[src/rtl/fe2de_iq_if.sv]
// Fetch-to-decode instruction queue bus: fetch push side and decode head side.
// Handshake: fetch transfers an entry on any edge where fe_valid=1 and iq_full=0
// (and no iq_flush); decode consumes the head on any edge where de_valid=1 and de_stall=0.
interface fe2de_iq_if #(
  parameter int AW = 2
);
  logic          fe_valid;
  logic [31:0]   fetch_pc;
  logic [31:0]   rv32_instr_todec;
  logic [15:0]   rv16_instr_todec;
  logic          fe2de_rv16;
  logic          predict_bxxtaken;
  logic          iq_flush;
  logic          de_stall;
  logic          iq_full;
  logic [AW:0]   iq_count;
  logic          de_valid;
  logic [31:0]   de_pc;
  logic [31:0]   de_instr;
  logic          de_rv16;
  logic          de_predict_taken;

  modport master (
    output fe_valid, fetch_pc, rv32_instr_todec, rv16_instr_todec, fe2de_rv16,
           predict_bxxtaken, iq_flush, de_stall,
    input  iq_full, iq_count, de_valid, de_pc, de_instr, de_rv16, de_predict_taken
  );

  modport slave (
    input  fe_valid, fetch_pc, rv32_instr_todec, rv16_instr_todec, fe2de_rv16,
           predict_bxxtaken, iq_flush, de_stall,
    output iq_full, iq_count, de_valid, de_pc, de_instr, de_rv16, de_predict_taken
  );
endinterface

[src/rtl/fe2de_iq.sv]
// Circular instruction queue between fetch and decode; head entry is presented
// combinationally from storage, forced to zero whenever the queue is empty.
module fe2de_iq #(
  parameter int DEPTH = 4,
  parameter int AW    = 2
) (
  input  logic        clk,
  input  logic        cpurst,
  fe2de_iq_if.slave   bus
);
  localparam logic [AW:0] full_cnt = (AW+1)'(DEPTH);

  logic [31:0]   pc_mem    [DEPTH];
  logic [31:0]   instr_mem [DEPTH];
  logic          rv16_mem  [DEPTH];
  logic          pt_mem    [DEPTH];

  logic [AW-1:0] rptr;
  logic [AW-1:0] wptr;
  logic [AW:0]   count;
  logic          full;
  logic          valid;
  logic          push;
  logic          pop;
  logic [31:0]   instr_in;

  assign full     = (count == full_cnt);
  assign valid    = (count != '0);
  // Full is taken from the current count only, so a same-cycle pop never frees a slot.
  assign push     = bus.fe_valid & ~full & ~bus.iq_flush;
  assign pop      = valid & ~bus.de_stall & ~bus.iq_flush;
  assign instr_in = bus.fe2de_rv16 ? {16'h0000, bus.rv16_instr_todec} : bus.rv32_instr_todec;

  always_ff @(posedge clk or posedge cpurst) begin
    if (cpurst) begin
      rptr  <= '0;
      wptr  <= '0;
      count <= '0;
    end else if (bus.iq_flush) begin
      rptr  <= '0;
      wptr  <= '0;
      count <= '0;
    end else begin
      if (push) wptr <= wptr + AW'(1);
      if (pop)  rptr <= rptr + AW'(1);
      case ({push, pop})
        2'b10:   count <= count + (AW+1)'(1);
        2'b01:   count <= count - (AW+1)'(1);
        default: count <= count;
      endcase
    end
  end

  // Storage is deliberately left unreset; the output gating hides its contents.
  always_ff @(posedge clk) begin
    if (push) begin
      pc_mem[wptr]    <= bus.fetch_pc;
      instr_mem[wptr] <= instr_in;
      rv16_mem[wptr]  <= bus.fe2de_rv16;
      pt_mem[wptr]    <= bus.predict_bxxtaken;
    end
  end

  assign bus.iq_full          = full;
  assign bus.iq_count         = count;
  assign bus.de_valid         = valid;
  assign bus.de_pc            = valid ? pc_mem[rptr]    : 32'h0;
  assign bus.de_instr         = valid ? instr_mem[rptr] : 32'h0;
  assign bus.de_rv16          = valid ? rv16_mem[rptr]  : 1'b0;
  assign bus.de_predict_taken = valid ? pt_mem[rptr]    : 1'b0;
endmodule

[src/flat_wrapper.sv]
// flat-port wrapper written by rule: the top's interface ports become plain ports
module fe2de_iq_flat 
#(
  parameter int DEPTH = 4,
  parameter int AW    = 2
)
  (clk, cpurst, bus_fe_valid, bus_fetch_pc, bus_rv32_instr_todec, bus_rv16_instr_todec, bus_fe2de_rv16, bus_predict_bxxtaken, bus_iq_flush, bus_de_stall, bus_iq_full, bus_iq_count, bus_de_valid, bus_de_pc, bus_de_instr, bus_de_rv16, bus_de_predict_taken);
  fe2de_iq_if #(.AW(AW)) bus_i ();
  input  logic clk;
  input  logic cpurst;
  input wire logic [$bits(bus_i.fe_valid)-1:0] bus_fe_valid;
  input wire logic [$bits(bus_i.fetch_pc)-1:0] bus_fetch_pc;
  input wire logic [$bits(bus_i.rv32_instr_todec)-1:0] bus_rv32_instr_todec;
  input wire logic [$bits(bus_i.rv16_instr_todec)-1:0] bus_rv16_instr_todec;
  input wire logic [$bits(bus_i.fe2de_rv16)-1:0] bus_fe2de_rv16;
  input wire logic [$bits(bus_i.predict_bxxtaken)-1:0] bus_predict_bxxtaken;
  input wire logic [$bits(bus_i.iq_flush)-1:0] bus_iq_flush;
  input wire logic [$bits(bus_i.de_stall)-1:0] bus_de_stall;
  output wire logic [$bits(bus_i.iq_full)-1:0] bus_iq_full;
  output wire logic [$bits(bus_i.iq_count)-1:0] bus_iq_count;
  output wire logic [$bits(bus_i.de_valid)-1:0] bus_de_valid;
  output wire logic [$bits(bus_i.de_pc)-1:0] bus_de_pc;
  output wire logic [$bits(bus_i.de_instr)-1:0] bus_de_instr;
  output wire logic [$bits(bus_i.de_rv16)-1:0] bus_de_rv16;
  output wire logic [$bits(bus_i.de_predict_taken)-1:0] bus_de_predict_taken;
  assign bus_i.fe_valid = bus_fe_valid;
  assign bus_i.fetch_pc = bus_fetch_pc;
  assign bus_i.rv32_instr_todec = bus_rv32_instr_todec;
  assign bus_i.rv16_instr_todec = bus_rv16_instr_todec;
  assign bus_i.fe2de_rv16 = bus_fe2de_rv16;
  assign bus_i.predict_bxxtaken = bus_predict_bxxtaken;
  assign bus_i.iq_flush = bus_iq_flush;
  assign bus_i.de_stall = bus_de_stall;
  assign bus_iq_full = bus_i.iq_full;
  assign bus_iq_count = bus_i.iq_count;
  assign bus_de_valid = bus_i.de_valid;
  assign bus_de_pc = bus_i.de_pc;
  assign bus_de_instr = bus_i.de_instr;
  assign bus_de_rv16 = bus_i.de_rv16;
  assign bus_de_predict_taken = bus_i.de_predict_taken;
  fe2de_iq #(.DEPTH(DEPTH), .AW(AW)) u_core (.clk(clk), .cpurst(cpurst), .bus(bus_i));
endmodule
[config.mk]
export PLATFORM = sky130hd
export DESIGN_NAME = fe2de_iq_flat
export DESIGN_NICKNAME = d
export VERILOG_FILES = /design/src/rtl/fe2de_iq_if.sv /design/src/rtl/fe2de_iq.sv /design/src/flat_wrapper.sv
export SDC_FILE = /design/constraint.sdc
export NUM_CORES = 1
export LEC_CHECK = 0
export BUFFER_PORTS_ARGS = -buffer_cell sky130_fd_sc_hd__buf_2
export CAP_MARGIN = 20
export CELL_PAD_IN_SITES_DETAIL_PLACEMENT = 0
export CELL_PAD_IN_SITES_GLOBAL_PLACEMENT = 2
export CORE_UTILIZATION = 43
export CTS_BUF_LIST = sky130_fd_sc_hd__clkbuf_8 sky130_fd_sc_hd__clkbuf_16
export DETAILED_ROUTE_END_ITERATION = 10
export PLACE_DENSITY_LB_ADDON = 0.25
export SYNTH_ARGS = -nofsm -noshare
export SYNTH_HDL_FRONTEND = slang
export SYNTH_SLANG_ARGS = --single-unit
[constraint.sdc]
create_clock -name clk -period 3.9 [get_ports clk]
set_input_delay 0.39 -clock clk [delete_from_list [all_inputs] [get_ports clk]]
set_output_delay 0.39 -clock clk [all_outputs]
set_load 0.005 [all_outputs]
==> flow_summary_export.csv <==
group,metric,value,unit
outcome,status,"completed",
timing,finalHoldViolations,0,
setup_path,critical_path.cell_chain,"buf_4 > mux4_2 > and2_1 > buf_2",
setup_path,endpoint_kind,"output port",
route,routed-via-count,5331,
cells_and_area,layout-drive-gt1-share,0.430,
setup_path,path_delay_family,"flip-flops",
timing,aggregate_negative_setup_slack,0,ns
placed_design,io_buffers,157,
placed_design,post_dp_cell_area,11900,um2
synthesis,synth_flop_cell,"edfxtp_1",
timing,final_min_period_over_clock_period,0.825,
synthesis,mappedNetlistNets,609,
power_and_ir_drop,clock_power_share,0.420,
placed_design,post-dp-hpwl,11500,um
route,route.final.wire_length,20700,um
global_route,grt_start_max_net_pins,68,
synthesis,synthesis.area,10800,um2
clock_network,cts_setup_buffers,0,
global_route,globalRoute.totalOverflow,0,
synthesis,ys_seq_elements,271,
floorplan,die_area,25700,um2
setup_path,r2r-end,"u_core.pc_mem[2][28]$_DFFE_PP_",
timing,worst_clock_skew,0.00949,ns
clock_network,numCtsBuffers,29,
clock_network,cts_resized,0,
power_and_ir_drop,vdd.ir_drop.worst,0.354,mV
synthesis,synth_enable_flop_cells,264,
worst_hold_path,hp-class,"primary input to flip-flop",
route,iter_0_drt_violations,330,
route,residual_drc_count,0,
setup_path,r2r.worst_path.cells,4,
clock_network,clock_sink_count,271,
cells_and_area,layoutNonFillerInstCount,1029,
timing,slew_viol_final,0,
setup_path,crit_slowest_cell,"dfrtp_4",
timing,worst_max_slew_pin_slew,1.08,ns
global_route,first_global_vias,5819,
route,ant_nets,0,
setup_path,critPathMaxFanout,43,
setup_path,critical_path_class,"flip-flop to output port",
global_route,antenna_found_initial,2,
synthesis,async_reset_ff_frac,0.0258,
setup_path,worst_ep_required_time,3.51,ns
setup_path,worst_ep_arrival_time,2.83,ns
floorplan,die_w,160,um
placed_design,placed_cell_count,974,
setup_path,cp-start-kind,"flip-flop",
timing,max_slew_margin,0.283,
floorplan,die_height,160,um
power_and_ir_drop,total_switching_power,1.48,mW
route,avgViaCountPerCell,5.18,
setup_path,reg2reg_slack,1.39,ns
floorplan,core_area,24500,um2
synthesis,ys_warn_count,0,
clock_network,tritoncts_clock_tree,"built",
global_route,global_route_wire_length_before_repair,32700,um
cells_and_area,area_delta_synth_final,19.7,%
power_and_ir_drop,leakage,4.54,nW
synthesis,synth_cells,517,
setup_path,reg_to_reg_critical_path_startpoint,"u_core.bus.iq_count[0]$_DFFE_PP0P_",
synthesis,syn_area_per_cell,20.9,um2
clock_network,clk_root_buffer_cell,"clkbuf_16",
setup_path,timing.critical_path.slowest_cell_delay,1.03,ns
clock_network,h-tree-depth,1,
clock_network,cts_max_path_buffers,3,
timing,max_freq,311,MHz
cells_and_area,postLayoutCellArea,12900,um2
synthesis,synth_sequential_area_ratio,0.750,
route,drt_pass1_iterations,4,
power_and_ir_drop,power-per-cell-area,536,nW/um2
power_and_ir_drop,combinationalPowerShare,0.092,
placed_design,globalplace.congestion,0.719,
timing,report.final.setup_viol,0,
clock_network,clkSlewWorstSetupHoldPaths,0.06,ns
cells_and_area,final_nets,775,
global_route,grt_util_all_layers,0.166,
timing,grt_setup_unrepaired,"false",
clock_network,clock_latency,0.54,ns
worst_hold_path,hold_critical_path_endpoint,"u_core.pc_mem[1][0]$_DFFE_PP_",
cells_and_area,antennaDiodeCount,0,
floorplan,core.rowCount,57,
setup_path,path_buf_inv,2,
route,post_drt_wl_per_cell,20.2,um
synthesis,post_synth_num_cell_types,35,
floorplan,initial_standard_cell_utilization_of_the_core,0.441,
floorplan,num_io_pins,158,
worst_hold_path,hold_path.startpoint,"bus_fetch_pc[0]",
worst_hold_path,holdPathStages,1,
power_and_ir_drop,internal_power,5.45,mW
power_and_ir_drop,switching_share,0.213,
power_and_ir_drop,power_frac_seq,0.488,
clock_network,holdBufCountCts,1,
job,max-cap-violations,0,
timing,finalWorstPathRequiredPeriod,3.22,ns
placed cells by master, fill, tap and decap left out, types with 2 or more instances in the layout:
cell type and count:
buf_2 157, and2_4 4, nor2b_1 17, buf_4 5, clkbuf_16 29, a21oi_1 3, and2_1 67, dfrtp_1 5
nand2_1 4, clkinvlp_4 3, a211oi_1 2, clkinv_1 3, edfxtp_1 264, inv_1 8, clkinv_2 10, nand2b_1 2
mux2_2 16, mux4_2 66, o2111ai_1 2, ha_1 4, bufinv_16 7, nor2_1 7, dfrtp_4 2
worst max path at each step:
stage	startpoint	to	slack (ns)	cells past startpoint
5_1_grt	u_core.rptr[0]$_DFFE_PP0P_	bus_de_instr[9]	0.46	4
3_3_place_gp	u_core.rptr[0]$_DFFE_PP0P_	bus_de_instr[9]	1.19	4
6_report	u_core.rptr[0]$_DFFE_PP0P_	bus_de_instr[9]	0.68	4
2_1_floorplan	bus_fe_valid	u_core.instr_mem[0][0]$_DFFE_PP_	0.87	4
3_5_place_dp	u_core.rptr[0]$_DFFE_PP0P_	bus_de_instr[9]	1.16	4
4_1_cts	u_core.rptr[0]$_DFFE_PP0P_	bus_de_instr[9]	0.57	4
state kept, by name, summed over array words and instances, names as in the netlist:
register             flops
u_core.instr_mem       128
u_core.pc_mem          128
u_core.pt_mem            4
u_core.rv16_mem          4
u_core.bus.iq_count      3
u_core.rptr              2
u_core.wptr              2
logic make-up (layout without fill, tap and decap cells):
group,count (synthesis),after routing,share of synthesized area
AOI/OAI and AO/OA,14,14,0.00939
xor gates and xnor gates,2,2,0.00162
adders and majority gates,5,5,0.00649
buffers and inverters,37,225,0.0184
DFF,271,271,0.750
muxes,83,83,0.155
and+or+nand+nor,105,105,0.0584
routing by layer:
layer | global-route usage | part of all wire
met5 | 0 | 0.00082
met1 | 0.219 | 0.42
met2 | 0.277 | 0.49
met4 | 0.0459 | 0.022
met3 | 0.0408 | 0.069
cell usage after synthesis, drive strengths merged (2+ instances only):
cell / instances / area, um2
nand2: 4 / 15.0
mux2: 16 / 180
nor2b: 17 / 106
ha: 4 / 50.1
a211oi: 2 / 15.0
nor3: 2 / 15.0
clkbuf: 12 / 45.0
a21oi: 3 / 15.0
o2111ai: 2 / 17.5
buf: 17 / 124
and2: 71 / 444
edfxtp: 264 / 7930
mux4: 66 / 1490
dfrtp: 7 / 175
nand2b: 2 / 12.5
nor2: 7 / 26.3
inv: 8 / 30.0
power by group through the flow:
stage                     clock network [mW]  logic, mW  registers (mW)
after global routing                    3.08      0.707            3.39
final                                   2.91      0.639            3.38
after global placement                     0      0.643            3.44
after detailed placement                   0      0.651            3.45
after CTS                               2.97      0.655            3.39
after floorplan                            0      0.428            3.39
metrics by stage:
step	util	setup WS [ns]	hold WS, ns	power (mW)
finish	0.529	0.684	0.0678	6.93
global route	0.529	0.457	0.0517	7.18
floorplan	-	0.874	0.193	3.82
detailed placement	0.485	1.16	0.349	4.10
global placement	0.485	1.19	0.340	4.08
CTS	0.528	0.568	0.0440	7.02
layout make-up:
class | count | area (um2)
inverter | 8 | 30.0
multi-input combinational | 209 | 2510
clock inverter | 24 | 298
clock buffer | 29 | 726
timing repair buffer | 164 | 853
fill | 1989 | 11500
tap | 324 | 405
sequential | 271 | 8110
(Power assumes the default switching activity.)
